## src/rtl/stream_pkg.sv

```systemverilog
// Shared defaults and the output word type for the stream packer.
// Holds the lane width, beats per word, keep-mask width and word layout.
package stream_pkg;

  localparam int DEF_DATA_WIDTH = 8;
  localparam int DEF_LANES      = 4;
  localparam int KEEP_W         = DEF_LANES;

  typedef struct packed {
    logic                               last;
    logic [KEEP_W-1:0]                  keep;
    logic [DEF_DATA_WIDTH*DEF_LANES-1:0] data;
  } word_t;

endpackage

```

## src/rtl/stream_packer.sv

```systemverilog
// Packs LANES narrow beats into one wide word, lane k = beat k, LSB first.
// Ports: clk, rst (async high); s_valid/s_data/s_last/s_ready upstream;
// m_valid/m_data/m_keep/m_last/m_ready downstream; word_count (saturating).
module stream_packer
  import stream_pkg::*;
#(
  parameter int DATA_WIDTH = DEF_DATA_WIDTH,
  parameter int LANES      = DEF_LANES
) (
  input  logic                        clk,
  input  logic                        rst,
  input  logic                        s_valid,
  input  logic [DATA_WIDTH-1:0]       s_data,
  input  logic                        s_last,
  output logic                        s_ready,
  output logic                        m_valid,
  output logic [DATA_WIDTH*LANES-1:0] m_data,
  output logic [LANES-1:0]            m_keep,
  output logic                        m_last,
  input  logic                        m_ready,
  output logic [15:0]                 word_count
);

  localparam int IW = $clog2(LANES);

  logic [LANES-1:0][DATA_WIDTH-1:0] acc_data;
  logic [IW-1:0]                    acc_idx;
  logic [LANES-1:0]                 acc_keep;

  logic                        pend;
  logic [DATA_WIDTH*LANES-1:0] pend_data;
  logic [LANES-1:0]            pend_keep;
  logic                        pend_last;

  logic [LANES-1:0][DATA_WIDTH-1:0] nxt_data;
  logic [LANES-1:0]                 nxt_keep;
  logic                             beat;
  logic                             done;
  logic                             out_free;

  assign s_ready  = !pend && !rst;
  assign beat     = s_valid && s_ready;
  assign out_free = !m_valid || m_ready;
  assign done     = beat &&
                    (s_last || acc_idx == IW'(LANES - 1));

  // Word as it looks with the current beat merged in; lanes above
  // acc_idx are still zero because the accumulator clears per word.
  always_comb begin
    nxt_data          = acc_data;
    nxt_data[acc_idx] = s_data;
    nxt_keep          = acc_keep | (LANES'(1) << acc_idx);
  end

  always_ff @(posedge clk or posedge rst) begin
    if (rst) begin
      acc_data  <= '0;
      acc_idx   <= '0;
      acc_keep  <= '0;
      pend      <= 1'b0;
      pend_data <= '0;
      pend_keep <= '0;
      pend_last <= 1'b0;
    end else if (pend) begin
      // s_ready is low here, so no beat can race the hand-off.
      if (out_free) pend <= 1'b0;
    end else if (beat) begin
      if (done) begin
        acc_data <= '0;
        acc_idx  <= '0;
        acc_keep <= '0;
        if (!out_free) begin
          pend      <= 1'b1;
          pend_data <= nxt_data;
          pend_keep <= nxt_keep;
          pend_last <= s_last;
        end
      end else begin
        acc_data <= nxt_data;
        acc_keep <= nxt_keep;
        acc_idx  <= acc_idx + IW'(1);
      end
    end
  end

  always_ff @(posedge clk or posedge rst) begin
    if (rst) begin
      m_valid <= 1'b0;
      m_data  <= '0;
      m_keep  <= '0;
      m_last  <= 1'b0;
    end else if (out_free) begin
      if (pend) begin
        m_valid <= 1'b1;
        m_data  <= pend_data;
        m_keep  <= pend_keep;
        m_last  <= pend_last;
      end else if (done) begin
        m_valid <= 1'b1;
        m_data  <= nxt_data;
        m_keep  <= nxt_keep;
        m_last  <= s_last;
      end else begin
        m_valid <= 1'b0;
      end
    end
  end

  always_ff @(posedge clk or posedge rst) begin
    if (rst) begin
      word_count <= '0;
    end else if (m_valid && m_ready &&
                 word_count != 16'hFFFF) begin
      word_count <= word_count + 16'd1;
    end
  end

endmodule

```

## config.mk

```make
export PLATFORM = sky130hd
export DESIGN_NAME = stream_packer
export DESIGN_NICKNAME = d
export VERILOG_FILES = /design/src/rtl/stream_pkg.sv /design/src/rtl/stream_packer.sv
export SDC_FILE = /design/constraint.sdc
export NUM_CORES = 1
export LEC_CHECK = 0
export ABC_AREA = 0
export ABC_CLOCK_PERIOD_IN_PS = 9830
export BUFFER_PORTS_ARGS = -buffer_cell sky130_fd_sc_hd__buf_2
export CAP_MARGIN = 20
export CORE_ASPECT_RATIO = 1.2
export CORE_MARGIN = 3
export CORE_UTILIZATION = 55
export CTS_BUF_LIST = sky130_fd_sc_hd__clkbuf_4 sky130_fd_sc_hd__clkbuf_8 sky130_fd_sc_hd__clkbuf_16
export DETAILED_ROUTE_END_ITERATION = 8
export MAX_ROUTING_LAYER = met4
export PLACE_DENSITY = 0.76
export RECOVER_POWER = 100
export SLEW_MARGIN = 20
export SYNTH_ARGS = -nofsm -noshare
export SYNTH_HDL_FRONTEND = slang
export SYNTH_SLANG_ARGS = --single-unit
```

## constraint.sdc

```tcl
create_clock -name clk -period 9.83 [get_ports clk]
set_input_delay 1.4745 -clock clk [delete_from_list [all_inputs] [get_ports clk]]
set_output_delay 1.4745 -clock clk [all_outputs]
set_load 0.1 [all_outputs]
```

==> flow_metrics.py <==
metrics = {
    "status": {
        "status": "finished with violations",
        "violations": "capacitance limit, slew limit",
    },
    "place": {
        "port_buffers": 67,
        "dp_hpwl_um": 7810,
        "post-place-ws_ns": 5.87,
        "gp_congestion": 0.850,
    },
    "setup_path": {
        "max_stage_delay_ns": 1.73,
        "crit_path_cell_trace": "clkbuf_1, or3b_1, clkbuf_1, nor3_1, clkbuf_1, mux2_2",
        "r2r-start": "pend$_DFF_PP0_",
        "crit_type": "input port to flip-flop",
        "critPathMostFrequentCell": "clkbuf_1",
        "crit_family": "buffers and inverters",
        "end_kind": "flip-flop",
        "cp_max_fo": 51,
        "cp_slowest_cell": "nor3_1",
        "startpoint_type": "input port",
        "arrival_ns": 6.28,
        "startpoint": "rst",
        "critPathBufInv": 3,
        "required_ns": 10.11,
    },
    "route": {
        "dr.first_iter.drc_count": 275,
        "post_drt_wl_per_cell_um": 16.6,
        "drc_errors": 0,
        "route.final.wire_length_um": 12600,
        "via_count": 4345,
        "viasPerCell": 5.70,
        "postRouteAntennaNets": 0,
        "firstDrtPassIters": 5,
    },
    "cells_and_area": {
        "seq_area_sq_um": 3250,
        "area_growth_pct": 15.8,
        "diodes": 0,
        "nNetsFinal": 644,
        "post-route-util_pct": 66.8,
        "drive_above_1_share_pct": 8.29,
        "multi_input_area_sq_um": 2190,
        "fillers": 809,
    },
    "global_routing": {
        "grt_pass1_vias": 4294,
        "antenna_found_initial": 0,
        "grt_max_degree": 77,
        "overflow": 0,
        "grt_use_total_pct": 24.2,
        "grt_pass1_wl_um": 21300,
    },
    "sta": {
        "final-max-slew-violation-count": 140,
        "relSlewSlack_pct": -79.8,
        "fin_worst_skew_ns": 0.00515,
        "hold_viol_final": 0,
        "tns_ns": 0,
        "min_period_ns": 6.00,
        "finalCritPeriodShare_pct": 61.0,
        "tightest_slew_ns": 2.68,
        "setup_viol": 0,
        "rsz0062_at_grt": "no",
        "fin_ws_ns": 3.83,
        "max_clock_freq_mhz": 167,
    },
    "yosys": {
        "synthFlopType": "dfrtp_1",
        "synth_common_cells": "dfrtp_1, o21ai_0, nor2_1, a21oi_1",
        "synthArstFlopShare_pct": 100,
        "netlist_area_sq_um": 5630,
        "ys_seq_area_share_pct": 57.8,
        "yosysWarningCount": 0,
        "synth-seq-cells": 130,
        "yosys-top-cells-area": "dfrtp_1, o21ai_0, a21oi_1",
        "syn_nets": 589,
        "synth_top_area_share_pct": 57.8,
        "synth_top_area_cell": "dfrtp_1",
        "synth_most_common_cell": "dfrtp_1",
        "syn_avg_cell_area_sq_um": 9.86,
        "synthCells": 571,
        "yosysUniqueCellTypes": 33,
        "synth_edf_count": 0,
    },
    "pwr": {
        "ir_drop_uv": 199,
        "p_leak_nw": 2.91,
        "power.density_nw_per_um2": 306,
    },
    "clock_tree": {
        "cts_made_buffers": 17,
        "ctsResizeCount": 0,
        "cts_root_buf": "clkbuf_16",
        "htreeDepth": 4,
        "cts_setup_buffers": 0,
        "cts_tree": "yes",
        "cts.sinks": 130,
        "clk_latency_ns": 0.40,
        "cts_hold_buf": 0,
        "cts_max_path_buffers": 2,
        "clkTransAtPathRegs_ns": 0.05,
    },
    "floorplanning": {
        "rows": 39,
        "core_sq_um": 9760,
        "dieArea_sq_um": 11500,
        "initial_core_util_pct": 57.7,
        "io_pins": 68,
        "fp.dieW_um": 98.4,
        "fp.dieH_um": 117,
    },
    "worst_hold_path": {
        "hp-start": "acc_data[10]$_DFFE_PP0P_",
        "hold_path_class": "flip-flop to flip-flop",
    },
    "job": {
        "maxCapViolCount": 3,
    },
}
power by group:
group          switching [mW]  internal [mW]
Clock                   0.214          0.413
Combinational           0.516          0.115
Sequential             0.0768          0.659
sequential cells by signal (all words and copies together), names as in the netlist:
signal      cells
word_count     16
pend            1
m_valid         1
acc_data       32
acc_idx         2
pend_data      32
acc_keep        4
m_keep          4
m_last          1
pend_keep       4
pend_last       1
m_data         32
area by class of cell:
cell class	count	share of cell area, %
flip-flops and latches	130	49.9
multi-input cells	399	33.5
clock buffers	29	8.67
repair buffers	73	4.62
well taps	123	2.36
clock inverters	3	0.614
inverters	5	0.307
path summary, 6_finish.rpt:
path,end,slack [ns],cells past startpoint
worst min-delay path,acc_data[10]$_DFFE_PP0P_,0.48,2
worst max register to register,pend_last$_DFFE_PP0P_,4.20,6
max in group asynchronous,pend$_DFF_PP0_,6.17,3
min in group asynchronous,acc_data[16]$_DFFE_PP0P_,1.84,2
worst max-delay path,pend_last$_DFFE_PP0P_,3.83,6
worst min register to register,acc_data[10]$_DFFE_PP0P_,0.48,2
per-stage QoR:
stage | instances | cell area (sq um) | total power [mW] | hold slack [ns]
floorplan | 571 | 5630 | 1.26 | 0.449
global placement | 730 | 6010 | 1.36 | 0.461
detailed placement | 730 | 6020 | 1.38 | 0.470
CTS | 762 | 6620 | 2.02 | 0.483
global route | 762 | 6520 | 2.09 | 0.505
finish | 762 | 6520 | 1.99 | 0.481
layer usage:
layer  track usage [%]  up-vias  share of wire, %
li1                  -     2081                 -
met5                 -        -                 0
met3              5.39       19               4.3
met2              39.8      104                50
met1              30.3     2141                44
met4              7.83        0               1.6
cell families (layout without fill, tap and decap cells):
group / count (synthesis) / count (layout) / synth area share [%]
AND/OR/NAND/NOR: 164 / 164 / 13.1
buffers and inverters: 42 / 110 / 3.29
flip-flops: 130 / 130 / 57.8
multiplexers: 37 / 37 / 6.66
adder cells (fa/ha/maj): 5 / 5 / 1.11
XOR/XNOR: 11 / 11 / 1.71
AO/OA/AOI/OAI: 182 / 182 / 16.4
cell usage in the layout (no fill, tap or decap), types with 2 or more instances in the layout:
master     synthesis  routed
inv_1              5       4
a21oi_1           76      76
clkinv_2           0       2
ha_1               5       5
clkbuf_4           0       4
xnor2_1            7       7
nand2_1           33      33
buf_4              4       4
dfrtp_1          130     129
nor2_1            88      88
nor2b_1           10       9
and4_1             3       3
nor3_1             4       5
clkbuf_16          0      17
clkbuf_8           0       8
nand3_1            6       6
mux2_2             4       4
a31oi_1            2       2
xor2_1             4       4
o21ai_0          101     101
nand2b_1           3       3
nand4_1            8       8
mux2i_1           33      33
buf_2             10      10
clkbuf_1          22      59
tightest hold or removal path, stage by stage (launching register included):
cell and delay, ns:
dfrtp_1 0.34, nand2_1 0.04, o21ai_0 0.06
Note: power is estimated with default switching activity, not from simulation.
